[config.mk]
export PLATFORM = sky130hd
export DESIGN_NAME = jump_flush_controller
export DESIGN_NICKNAME = d
export VERILOG_FILES = /design/src/rtl/jump_flush_controller.sv
export SDC_FILE = /design/constraint.sdc
export NUM_CORES = 1
export LEC_CHECK = 0
export CAP_MARGIN = 20
export CORE_MARGIN = 3
export CORE_UTILIZATION = 45
export DETAILED_ROUTE_END_ITERATION = 16
export PLACE_DENSITY = 0.8
export SETUP_SLACK_MARGIN = 0.4
export SLEW_MARGIN = 20
export SYNTH_ARGS = -nofsm -noshare
export SYNTH_HDL_FRONTEND = slang
export SYNTH_SLANG_ARGS = --single-unit
export TNS_END_PERCENT = 5
[constraint.sdc]
create_clock -name clk -period 2.73 [get_ports clk]
set_input_delay 0.4095 -clock clk [delete_from_list [all_inputs] [get_ports clk]]
set_output_delay 0.4095 -clock clk [all_outputs]
set_load 0.1 [all_outputs]
[src/rtl/jump_flush_controller.sv]
// ---------------------------------------------------------------------------
// jump_flush_controller
//
// Purpose:
//   Sequences control-flow changes in a 5-stage RISC pipeline. Owns the
//   condition-code register (CCR = {Z,N,C}) and resolves JMP/JZ/JN/JC in EX
//   against forwarded ALU flags. A taken jump redirects the PC (one-cycle
//   pc_sel pulse), holds flush for FLUSH_CYCLES non-stalled cycles, clears
//   the flags it consumed, and bumps a saturating taken-jump counter.
//
// Handshake:
//   There is no ready output. A jump request (jmp_valid) is accepted only in
//   the cycle where jmp_valid & !stall_in & state==IDLE; requests seen while
//   busy are wrong-path instructions and are dropped, not queued.
//
// Ports:
//   clk, rst         clock, synchronous active-high reset
//   jmp_valid        EX holds a jump instruction this cycle
//   jmp, jz, jn, jc  unconditional / conditional jump kinds (may be combined)
//   jmp_target       target address from EX
//   flags_we         ALU writes flags this cycle
//   flags_in         {Z,N,C} from ALU
//   stall_in         pipeline frozen by hazard unit
//   ccr              current {Z,N,C}
//   pc_sel           1 = fetch from pc_target
//   pc_target        registered redirect address
//   flush            kill IF/ID and ID/EX contents
//   busy             FSM not in IDLE (exposes FSM state)
//   taken_cnt        taken jumps since reset, saturating
// ---------------------------------------------------------------------------
module jump_flush_controller #(
    parameter int ADDR_W       = 16,
    parameter int FLUSH_CYCLES = 2,
    parameter int CNT_W        = 16
) (
    input  logic              clk,
    input  logic              rst,
    input  logic              jmp_valid,
    input  logic              jmp,
    input  logic              jz,
    input  logic              jn,
    input  logic              jc,
    input  logic [ADDR_W-1:0] jmp_target,
    input  logic              flags_we,
    input  logic [2:0]        flags_in,
    input  logic              stall_in,
    output logic [2:0]        ccr,
    output logic              pc_sel,
    output logic [ADDR_W-1:0] pc_target,
    output logic              flush,
    output logic              busy,
    output logic [CNT_W-1:0]  taken_cnt
);

    typedef enum logic {
        IDLE  = 1'b0,
        FLUSH = 1'b1
    } state_t;

    localparam logic [2:0]       CNT_INIT = 3'(FLUSH_CYCLES - 1);
    localparam logic [CNT_W-1:0] CNT_ONE  = {{(CNT_W-1){1'b0}}, 1'b1};
    localparam logic [CNT_W-1:0] CNT_MAX  = {CNT_W{1'b1}};

    state_t            state_q, state_d;
    logic [2:0]        cnt_q, cnt_d;
    logic              pc_sel_q, pc_sel_d;
    logic [ADDR_W-1:0] pc_target_q, pc_target_d;
    logic              flush_q, flush_d;
    logic [2:0]        ccr_q, ccr_d;
    logic [CNT_W-1:0]  taken_cnt_q, taken_cnt_d;

    logic [2:0]        eff;
    logic              take;
    logic              accept;

    // Flags forwarded from the ALU in the same cycle win over the CCR.
    assign eff    = flags_we ? flags_in : ccr_q;
    assign take   = jmp | (jz & eff[2]) | (jn & eff[1]) | (jc & eff[0]);
    assign accept = jmp_valid & ~stall_in & (state_q == IDLE);

    always_comb begin
        state_d     = state_q;
        cnt_d       = cnt_q;
        pc_sel_d    = pc_sel_q;
        pc_target_d = pc_target_q;
        flush_d     = flush_q;
        ccr_d       = ccr_q;
        taken_cnt_d = taken_cnt_q;

        // A stall freezes everything, including the first-cycle pc_sel.
        if (!stall_in) begin
            if (flags_we) begin
                ccr_d = flags_in;
            end
            case (state_q)
                IDLE: begin
                    if (accept && take) begin
                        // Consume only the flags a set condition bit tested
                        // true; the JMP bit has no flag and clears nothing.
                        ccr_d       = ccr_d & ~({jz, jn, jc} & eff);
                        state_d     = FLUSH;
                        cnt_d       = CNT_INIT;
                        pc_sel_d    = 1'b1;
                        pc_target_d = jmp_target;
                        flush_d     = 1'b1;
                        if (taken_cnt_q != CNT_MAX) begin
                            taken_cnt_d = taken_cnt_q + CNT_ONE;
                        end
                    end else begin
                        pc_sel_d = 1'b0;
                        flush_d  = 1'b0;
                    end
                end
                FLUSH: begin
                    pc_sel_d = 1'b0;
                    if (cnt_q == 3'd0) begin
                        state_d = IDLE;
                        flush_d = 1'b0;
                    end else begin
                        cnt_d = cnt_q - 3'd1;
                    end
                end
                default: begin
                    state_d  = IDLE;
                    pc_sel_d = 1'b0;
                    flush_d  = 1'b0;
                end
            endcase
        end
    end

    always_ff @(posedge clk) begin
        if (rst) begin
            state_q     <= IDLE;
            cnt_q       <= 3'd0;
            pc_sel_q    <= 1'b0;
            pc_target_q <= '0;
            flush_q     <= 1'b0;
            ccr_q       <= 3'b000;
            taken_cnt_q <= '0;
        end else begin
            state_q     <= state_d;
            cnt_q       <= cnt_d;
            pc_sel_q    <= pc_sel_d;
            pc_target_q <= pc_target_d;
            flush_q     <= flush_d;
            ccr_q       <= ccr_d;
            taken_cnt_q <= taken_cnt_d;
        end
    end

    assign ccr       = ccr_q;
    assign pc_sel    = pc_sel_q;
    assign pc_target = pc_target_q;
    assign flush     = flush_q;
    assign busy      = (state_q == FLUSH);
    assign taken_cnt = taken_cnt_q;

endmodule

==> impl_results.md <==
* Setup crit end kind: flip-flop
* CP max-delay cell: or4_1
* Final Cycle Share at 0.803
* Yosys top cell area share at 0.434
* Syn avg cell area at 8.52 sq um
* Worst skew pair latency at 0.29 ns
* Maximum clock insertion buffer count at 2
* #FFs+latches synth at 41
* DR pass1 iterations at 4
* Gr ovfl total at 0
* Worst Path Buf+Inv at 2
* Synth cell types at 40
* CP Launch Point: flags_we
* R2R Setup Slk at 0.77 ns
* Critical path endpoint: taken_cnt[6]$_SDFFE_PP0P_
* WHS at 0.454 ns
* Maxcap violations at 0
* Final setup TNS at 0 ns
* # hold bufs at CTS at 0
* Net Sw Frac at 0.299
* Layout cells sized above 1 at 0.275
* Cells after Synth at 222
* CTS tree: done
* RSZ-0062 raised after global routing: false
* Clk pwr share at 0.321
* Arr. time, crit path at 2.41 ns
* Num CTS Buffers at 5
* Final min period at 2.19 ns
* H-tree Lvls at 2
* Final GP Congestion at 0.829
* CP Cell Sequence: clkdlybuf4s50_1 > mux2_2 > a21oi_2 > a21bo_1 > buf_4 > or4_1 > a21oi_1
* Die height at 70.8 um
* Via count at 1798
* Detail Placement HPWL at 3160 um
* Critical path's top delay family: buffers and inverters
* Required @ worst endpoint at 2.95 ns
* Worst-margin pin slew at 0.702 ns
* CP Class: in -> reg
* Detailed Route WL at 4530 um
* Initial core utilization at 0.491
* CP peak stage delay at 0.52 ns
* Row count at 22
* Crit path depth at 7
* Post-synth EDFFs at 0
* Crit path launch type: input pin
* Pwr/cell area at 508 nW/um^2
* CTS root buf: clkbuf_8
* Yosys warnings at 0
* CORE AREA at 3850 sq um
* Clk pin slew, worst setup/hold paths at 0.08 ns
* Int Pwr at 933 uW
* Reg power frac at 0.472
* FF-to-FF Start: taken_cnt[0]$_SDFFE_PP0P_
* Status: completed
* N_diodes at 0
* I/O pins at 66
* Die outline width at 70.8 um
* Comb pwr share at 0.207
* Fin. Hold Viols at 0
* Fin. max-slew vios at 0
* Main synth FF type: dfxtp_1
* First-pass GRT wire length at 7490 um
* Synth area leader: dfxtp_1
* Drt wl/cell at 13.5 um
* Reg2Reg Depth at 6
* Asr flop ratio synth at 0
* Peak VDD IR at 292 uV
* Register area share after synthesis at 0.434
* Vias in the first global route at 1627
* I/O Buffers at 65
* Setup violations, final at 0
* Die area at 5010 sq um
* Post-synth top cells: dfxtp_1 (41), nand2_1 (41), a21oi_1 (34), nand3_1 (9)
* Layout net count at 317
* Crit path max fanout at 24
* Postcts setup bufs at 0
* Net Switching at 398 uW
* Post-Syn Area at 1890 sq um
* Worst hold path type: reg -> reg
* R2r endpoint: taken_cnt[15]$_SDFFE_PP0P_
* Vias per cell at 5.37
* Pleak at 0.993 nW
* Clock tree sinks at 41
* Final ANT Viol Nets at 0
* Syn_nets at 253
* Area Growth Syn to Fin at 38.7%
* Iteration-0 DRC Markers at 107
* Gr usage total at 0.184
* Largest cells by area after synthesis: dfxtp_1 (43%), a21oi_1 (9.0%), nand2_1 (8.1%), o31ai_1 (3.2%), or4_1 (3.2%)
* DR DRC count at 0
* Max Fclk at 456 MHz
* Initial antenna violation count at 0
* Clock skew at 0.00521 ns
* Largest net degree at the start of global routing at 48
* Normalized max-slew margin at 0.529
==> layout make-up <==
class / instances / area, sq um
Clock inverter: 1 / 5.00
Timing Repair Buffer: 71 / 613
Inverter: 7 / 26.3
Tap cell: 48 / 60.1
Multi-Input combinational cell: 160 / 981
Fill cell: 337 / 1230
Sequential cell: 41 / 841
Clock buffer: 7 / 96.3
==> power groups by stage <==
stage / logic [mW] / clock network, mW / registers, mW
after floorplan: 0.0724 / 0 / 0.761
after global placement: 0.272 / 0 / 0.642
after detailed placement: 0.274 / 0 / 0.642
final: 0.275 / 0.427 / 0.629
after global routing: 0.290 / 0.466 / 0.632
after CTS: 0.277 / 0.439 / 0.629
==> kinds of logic after synthesis <==
kind of cell | after synthesis | synth area share
compound gates | 61 | 0.210
xor+xnor | 1 | 0.00463
fa+ha+maj | 3 | 0.0199
buf+inv | 21 | 0.0563
flops | 41 | 0.434
mux | 7 | 0.0410
simple gates | 88 | 0.234
==> timing repair <==
item | CTS | global route
hold endpoints to repair | 0 | 0
resized for setup | 1 | 0
setup endpoints to repair | 1 | 0
==> flip-flops by register name (all words and copies together) (netlist names) <==
signal	count
pc_target	16
taken_cnt	16
ccr	3
cnt_q	3
busy	1
flush	1
pc_sel	1
==> metal layers <==
| metal | global-route usage | up-vias | wire length (um) |
|---|---|---|---|
| li1 | - | 926 | - |
| met1 | 0.245 | 831 | 2120 |
| met2 | 0.290 | 37 | 2160 |
| met3 | 0.0497 | 4 | 189 |
| met4 | 0.0564 | 0 | 50 |
| met5 | 0 | - | 0 |
==> worst min-delay path: stages, from the launching register on <==
cell and delay [ns]:
dfxtp_1 0.31, nand2_1 0.05, a21oi_1 0.05
==> worst min path at each step <==
stage	start	cells past startpoint	endpoint
floorplan	cnt_q[0]$_SDFFE_PP0P_	1	cnt_q[0]$_SDFFE_PP0P_
global placement	pc_target[14]$_SDFFE_PP0P_	2	pc_target[14]$_SDFFE_PP0P_
detailed placement	pc_target[12]$_SDFFE_PP0P_	2	pc_target[12]$_SDFFE_PP0P_
CTS	pc_target[12]$_SDFFE_PP0P_	2	pc_target[12]$_SDFFE_PP0P_
global route	pc_target[14]$_SDFFE_PP0P_	2	pc_target[14]$_SDFFE_PP0P_
finish	pc_target[5]$_SDFFE_PP0P_	2	pc_target[5]$_SDFFE_PP0P_
==> stage by stage <==
stage,setup WS (ns),cell area (sq um),cells,utilization,power (mW)
3_5_place_dp,0.0513,2510,327,0.652,0.917
3_3_place_gp,0.100,2510,327,0.652,0.914
4_1_cts,0.549,2620,335,0.681,1.34
5_1_grt,0.452,2620,335,0.681,1.39
2_1_floorplan,0.409,1910,222,-,0.833
6_report,0.538,2620,335,0.681,1.33
==> cell usage in the layout (no fill, tap or decap), types with 6 or more instances in the layout <==
| cell type | n |
|---|---|
| o31ai_1 | 8 |
| clkdlybuf4s50_1 | 27 |
| dfxtp_1 | 25 |
| a21oi_1 | 34 |
| or4_1 | 8 |
| nand3_1 | 9 |
| dfxtp_2 | 16 |
| nor2_1 | 6 |
| inv_1 | 7 |
| clkbuf_8 | 7 |
| buf_4 | 43 |
| nand2_1 | 41 |
Note: power is estimated with default switching activity, not from simulation.
